`config.mk`:
```
export PLATFORM = sky130hd
export DESIGN_NAME = mem_arbiter
export DESIGN_NICKNAME = d
export VERILOG_FILES = /design/src/rtl/mem_arbiter.sv
export SDC_FILE = /design/constraint.sdc
export NUM_CORES = 1
export LEC_CHECK = 0
export ABC_AREA = 1
export CELL_PAD_IN_SITES_DETAIL_PLACEMENT = 1
export CELL_PAD_IN_SITES_GLOBAL_PLACEMENT = 1
export CORE_MARGIN = 5
export CORE_UTILIZATION = 28
export DETAILED_ROUTE_END_ITERATION = 8
export GPL_TIMING_DRIVEN = 0
export PLACE_DENSITY = 0.78
export SLEW_MARGIN = 25
export SYNTH_ARGS = -nofsm -noshare
export SYNTH_HDL_FRONTEND = slang
export SYNTH_SLANG_ARGS = --single-unit
```
`constraint.sdc`:
```
create_clock -name clk -period 2 [get_ports clk]
set_clock_uncertainty 0.2 [all_clocks]
set_input_delay 0.6 -clock clk [delete_from_list [all_inputs] [get_ports clk]]
set_output_delay 0.6 -clock clk [all_outputs]
set_load 0.1 [all_outputs]
```
`src/rtl/mem_arbiter.sv`:
```
// Two-requester arbiter in front of a single-port synchronous data memory.
// Define MEM_ARB_ROUND_ROBIN_EN for round-robin contention; otherwise port 0 has fixed priority.
module mem_arbiter #(
    parameter int ADDR_W = 14,
    parameter int DATA_W = 32
) (
    input  logic              clk,
    input  logic              rst_n,
    input  logic              req0_i,
    input  logic              we0_i,
    input  logic [ADDR_W-1:0] addr0_i,
    input  logic [DATA_W-1:0] wdata0_i,
    input  logic              req1_i,
    input  logic              we1_i,
    input  logic [ADDR_W-1:0] addr1_i,
    input  logic [DATA_W-1:0] wdata1_i,
    output logic              gnt0_o,
    output logic              rvalid0_o,
    output logic [DATA_W-1:0] rdata0_o,
    output logic              gnt1_o,
    output logic              rvalid1_o,
    output logic [DATA_W-1:0] rdata1_o,
    output logic              mem_we_o,
    output logic [ADDR_W-1:0] mem_addr_o,
    output logic [DATA_W-1:0] mem_wdata_o,
    input  logic [DATA_W-1:0] mem_rdata_i,
    output logic [1:0]        fsm_state
);

    // Handshake: a requester holds reqk_i and its attributes until gntk_o; the
    // request is sampled only in IDLE, gntk_o pulses in ACCESS, rvalidk_o in RESP.
    typedef enum logic [1:0] {
        IDLE   = 2'd0,
        ACCESS = 2'd1,
        RESP   = 2'd2
    } state_t;

    state_t              state;
    state_t              state_nx;
    logic                take;
    logic                pick;
    logic                win;
    logic                we_r;
    logic [ADDR_W-1:0]   addr_r;
    logic [DATA_W-1:0]   wdata_r;
    logic [DATA_W-1:0]   rdata0_r;
    logic [DATA_W-1:0]   rdata1_r;

`ifdef MEM_ARB_ROUND_ROBIN_EN
    logic ptr;

    // Pointer names the preferred port and always moves away from the winner.
    always_comb pick = (req0_i && req1_i) ? ptr : req1_i;

    always_ff @(posedge clk or negedge rst_n) begin
        if (!rst_n) begin
            ptr <= 1'b0;
        end else if (take) begin
            ptr <= ~pick;
        end
    end
`else
    always_comb pick = ~req0_i;
`endif

    always_comb begin
        state_nx = state;
        take     = 1'b0;
        case (state)
            IDLE: begin
                if (req0_i || req1_i) begin
                    take     = 1'b1;
                    state_nx = ACCESS;
                end
            end
            ACCESS:  state_nx = we_r ? IDLE : RESP;
            RESP:    state_nx = IDLE;
            default: state_nx = IDLE;
        endcase
    end

    always_ff @(posedge clk or negedge rst_n) begin
        if (!rst_n) begin
            state <= IDLE;
        end else begin
            state <= state_nx;
        end
    end

    always_ff @(posedge clk or negedge rst_n) begin
        if (!rst_n) begin
            win      <= 1'b0;
            we_r     <= 1'b0;
            addr_r   <= '0;
            wdata_r  <= '0;
            rdata0_r <= '0;
            rdata1_r <= '0;
        end else begin
            if (take) begin
                win     <= pick;
                we_r    <= pick ? we1_i : we0_i;
                addr_r  <= pick ? addr1_i : addr0_i;
                wdata_r <= pick ? wdata1_i : wdata0_i;
            end
            if (state == RESP) begin
                if (win) begin
                    rdata1_r <= mem_rdata_i;
                end else begin
                    rdata0_r <= mem_rdata_i;
                end
            end
        end
    end

    // Read data is forwarded during RESP so it lines up with rvalid, then held.
    always_comb begin
        gnt0_o      = (state == ACCESS) && !win;
        gnt1_o      = (state == ACCESS) && win;
        rvalid0_o   = (state == RESP) && !win;
        rvalid1_o   = (state == RESP) && win;
        mem_we_o    = (state == ACCESS) && we_r;
        mem_addr_o  = addr_r;
        mem_wdata_o = wdata_r;
        rdata0_o    = rvalid0_o ? mem_rdata_i : rdata0_r;
        rdata1_o    = rvalid1_o ? mem_rdata_i : rdata1_r;
        fsm_state   = state;
    end

endmodule

```
==> impl_metrics.json <==
{
  "status": "complete, but fails checks",
  "violations": "negative setup slack",
  "synth_simple_gate_area_share_pct": 39.89,
  "tritoncts": "yes",
  "finish.net_count": 1107,
  "track_usage_pct": 21.68,
  "clock-root-buffer": "clkbuf_16",
  "synth_fa_ha_area_share_pct": 0,
  "first_pass_grt_wire_length_mm": 36.18,
  "drive_above_1_share_pct": 38.42,
  "fp-row-count": 49,
  "cp_slowest_cell": "dfrtp_4",
  "wl_per_cell_um": 21.51,
  "ctsHtreeMaxLevel": 4,
  "mapped_cell_area_um2": 5131,
  "fin_crit_sh_pct": 134.2,
  "reg2reg_slack_ps": 130,
  "wl_met1_mm": 9.793,
  "maxSlewHeadroom_pct": 66.85,
  "fmax_mhz": 372.5,
  "rsz_0062_raised_after_global_routing": "yes",
  "layoutNonFillerInstCount": 1218,
  "vias_per_inst": 4.754,
  "reg2reg_to": "mem_addr_o[6]$_DFFE_PN0P_",
  "port_buffers": 246,
  "dr_wl_met2_mm": 13.75,
  "floorplan.die.width_um": 145.4,
  "first_global_vias": 6387,
  "critPathCaptureType": "output port",
  "hold_crit_class": "flop to flop",
  "whs_endpoint": "fsm_state[1]$_DFFE_PN0P_",
  "routed-via-count": 5790,
  "worstMarginPinSlew_ps": 497.3,
  "cp_slowest_stage_delay_ps": 500,
  "finalCriticalPeriod_ps": 2685,
  "routed.top_layer": "met4",
  "critPathArrivalTime_ps": 1880,
  "postLayoutSetupSlackWorst_ps": -684.9,
  "detail_route.drc_violations": 0,
  "critPathRequiredTime_ps": 1200,
  "yosys_register_bits": 114,
  "clk_pin_slew_worst_paths_ps": 50,
  "overflow": 0,
  "drv_cap": 0,
  "yosysWarningCount": 0,
  "detail_route.wirelength_mm": 26.19,
  "drt-initial-drc-count": 223,
  "portion_of_netlist_area_occupied_by_mux_cells_pct": 0,
  "dr_wl_met3_mm": 2.002,
  "finalSetupViolations": 70,
  "slew_violations": 0,
  "num_antenna_cells": 0,
  "hold_start": "we_r$_DFFE_PN0P_",
  "route.antenna.remaining_nets": 0,
  "critical_path_class": "flop to output port",
  "area_growth_syn_to_fin_pct": 114.9,
  "cp_cell_sequence": "clkinv_8 > nand3_4 > inv_8 > buf_12 > nand2_2 > nand2_8 > buf_12",
  "worstRegToRegCells": 10,
  "synth-compound-area-share_pct": 0,
  "synthDistinctLibCells": 14,
  "core_footprint_um2": 18020,
  "yosysSeqAreaShare_pct": 55.60,
  "dieHeight_um": 145.4,
  "cts_sinks": 114,
  "postSynthAreaPerCell_um2": 7.524,
  "synth_xor_area_share_pct": 0,
  "post_synth_inst_count": 682,
  "drt_pre_antenna_iters": 4,
  "place.detailed.instances": 1158,
  "clkLatencyLatePin_ps": 420,
  "numCtsBuffers": 17,
  "whs_path_depth": 1,
  "max-clock-path-buffers": 2,
  "detailedPlacementHpwl_mm": 15.29,
  "floorplan.die_area_um2": 21130,
  "antenna_found_initial": 0,
  "largest_family_of_logic_cells_by_synthesized_area": "simple AND/OR/NAND/NOR gates",
  "maximum_number_of_pins_on_one_net_before_global_route_repair": 59,
  "cpMostUsedCell": "buf_12",
  "setup.worst_path.start_class": "flop",
  "r2r_start": "fsm_state[1]$_DFFE_PN0P_",
  "hold_violations": 0,
  "initial_cell_density_of_the_core_pct": 28.47,
  "mappedNetlistNets": 812,
  "io_pins": 247,
  "crit_fanout": 10,
  "final_weighted_congestion_of_routability_driven_global_placement": 0.8137
}
## critical path, delay by kind of cell, from the launching register on
family | cells | cell delay (ps)
flops | 1 | 500
simple gates | 3 | 380
buf+inv | 4 | 570
## metrics by stage
stage	worst slack [ps]	TNS (ps)	util [%]	hold WS (ps)	area (µm²)
floorplan	-317.8	-19280	-	104.4	6210
CTS	-679.2	-55760	57.34	259.7	10330
global route	-755.8	-46760	61.17	287.1	11030
finish	-684.9	-41950	61.17	252.7	11030
global placement	-5599	-655640	49.70	246.1	8959
detailed placement	-1517	-116810	49.88	250.3	8991
## sequential cells by signal (all words and copies together) (netlist names)
| name | cells |
|---|---|
| mem_wdata_o | 32 |
| rdata0_r | 32 |
| rdata1_r | 32 |
| mem_addr_o | 14 |
| fsm_state | 2 |
| we_r | 1 |
| win | 1 |
## routing by layer
| layer | up-vias | track usage [%] |
|---|---|---|
| li1 | 2692 | - |
| met1 | 2817 | 24.05 |
| met2 | 240 | 39.07 |
| met3 | 41 | 6.820 |
| met4 | 0 | 7.603 |
| met5 | - | 0 |
## cells in the mapped netlist
| cell type | n | area, µm² |
|---|---|---|
| nand2_1 | 479 | 1798 |
| dfrtp_1 | 114 | 2853 |
| nand4_1 | 32 | 200.2 |
| buf_2 | 17 | 85.08 |
| clkbuf_1 | 16 | 60.06 |
| nor2_1 | 6 | 22.52 |
| inv_1 | 4 | 15.01 |
| buf_4 | 3 | 22.52 |
| buf_6 | 3 | 33.78 |
| inv_2 | 3 | 11.26 |
| nand3_1 | 2 | 10.01 |
| clkinv_1 | 1 | 3.750 |
| nand3_2 | 1 | 10.01 |
| nor2_2 | 1 | 6.260 |
## placed cells by master, fill, tap and decap left out, types with 2 or more instances in the layout
cell / instances
clkbuf_4: 35
dfrtp_1: 111
inv_1: 3
nand2_4: 71
nor2_4: 3
buf_6: 12
buf_16: 3
clkbuf_8: 6
bufinv_16: 2
buf_2: 7
clkinvlp_4: 4
clkdlybuf4s50_1: 127
nand4_1: 32
nand2_2: 40
clkbuf_1: 5
buf_12: 76
clkinv_2: 5
nand2_8: 43
nor2_1: 3
nand2_1: 325
dfrtp_4: 2
clkbuf_16: 20
nand3_4: 2
buf_8: 5
buf_4: 37
## final cells by class
cell class	count	area [µm²]
fill	1903	6999
timing repair buffer	279	3431
multi-input combinational	521	3422
sequential	114	2861
clock buffer	21	470.5
buffer	36	385.4
tap	229	286.5
clock inverter	10	108.9
inverter	8	60.06
## kinds of logic (layout without fill, tap and decap cells)
family / count (synthesis) / after routing
buffers and inverters: 47 / 354
DFF: 114 / 114
and+or+nand+nor: 521 / 521
## timing repair
| item | in CTS | in global routing |
|---|---|---|
| pin swaps | 12 | 25 |
| hold endpoints to repair | 57 | 0 |
| gates resized for setup | 778 | 280 |
| hold buffers | 1 | 0 |
| gates cloned | 2 | 3 |
| endpoints found under the setup margin | 117 | 119 |
| setup buffers | 7 | 20 |
## worst max path at each step
| stage | startpoint | cells after the start | slack (ps) | to |
|---|---|---|---|---|
| floorplan | fsm_state[1]$_DFFE_PN0P_ | 6 | -320 | rdata1_o[23] |
| global placement | rst_n | 1 | -5600 | fsm_state[1]$_DFFE_PN0P_ |
| detailed placement | win$_DFFE_PN0P_ | 5 | -1520 | rdata0_o[24] |
| CTS | fsm_state[0]$_DFFE_PN0P_ | 8 | -680 | rdata1_o[8] |
| global route | fsm_state[0]$_DFFE_PN0P_ | 7 | -760 | rdata1_o[16] |
| finish | fsm_state[0]$_DFFE_PN0P_ | 7 | -680 | rdata1_o[14] |
Power is left out: the tool's default activity adds up to more than one toggle a clock period on the data nets, which glitch-free logic cannot reach.
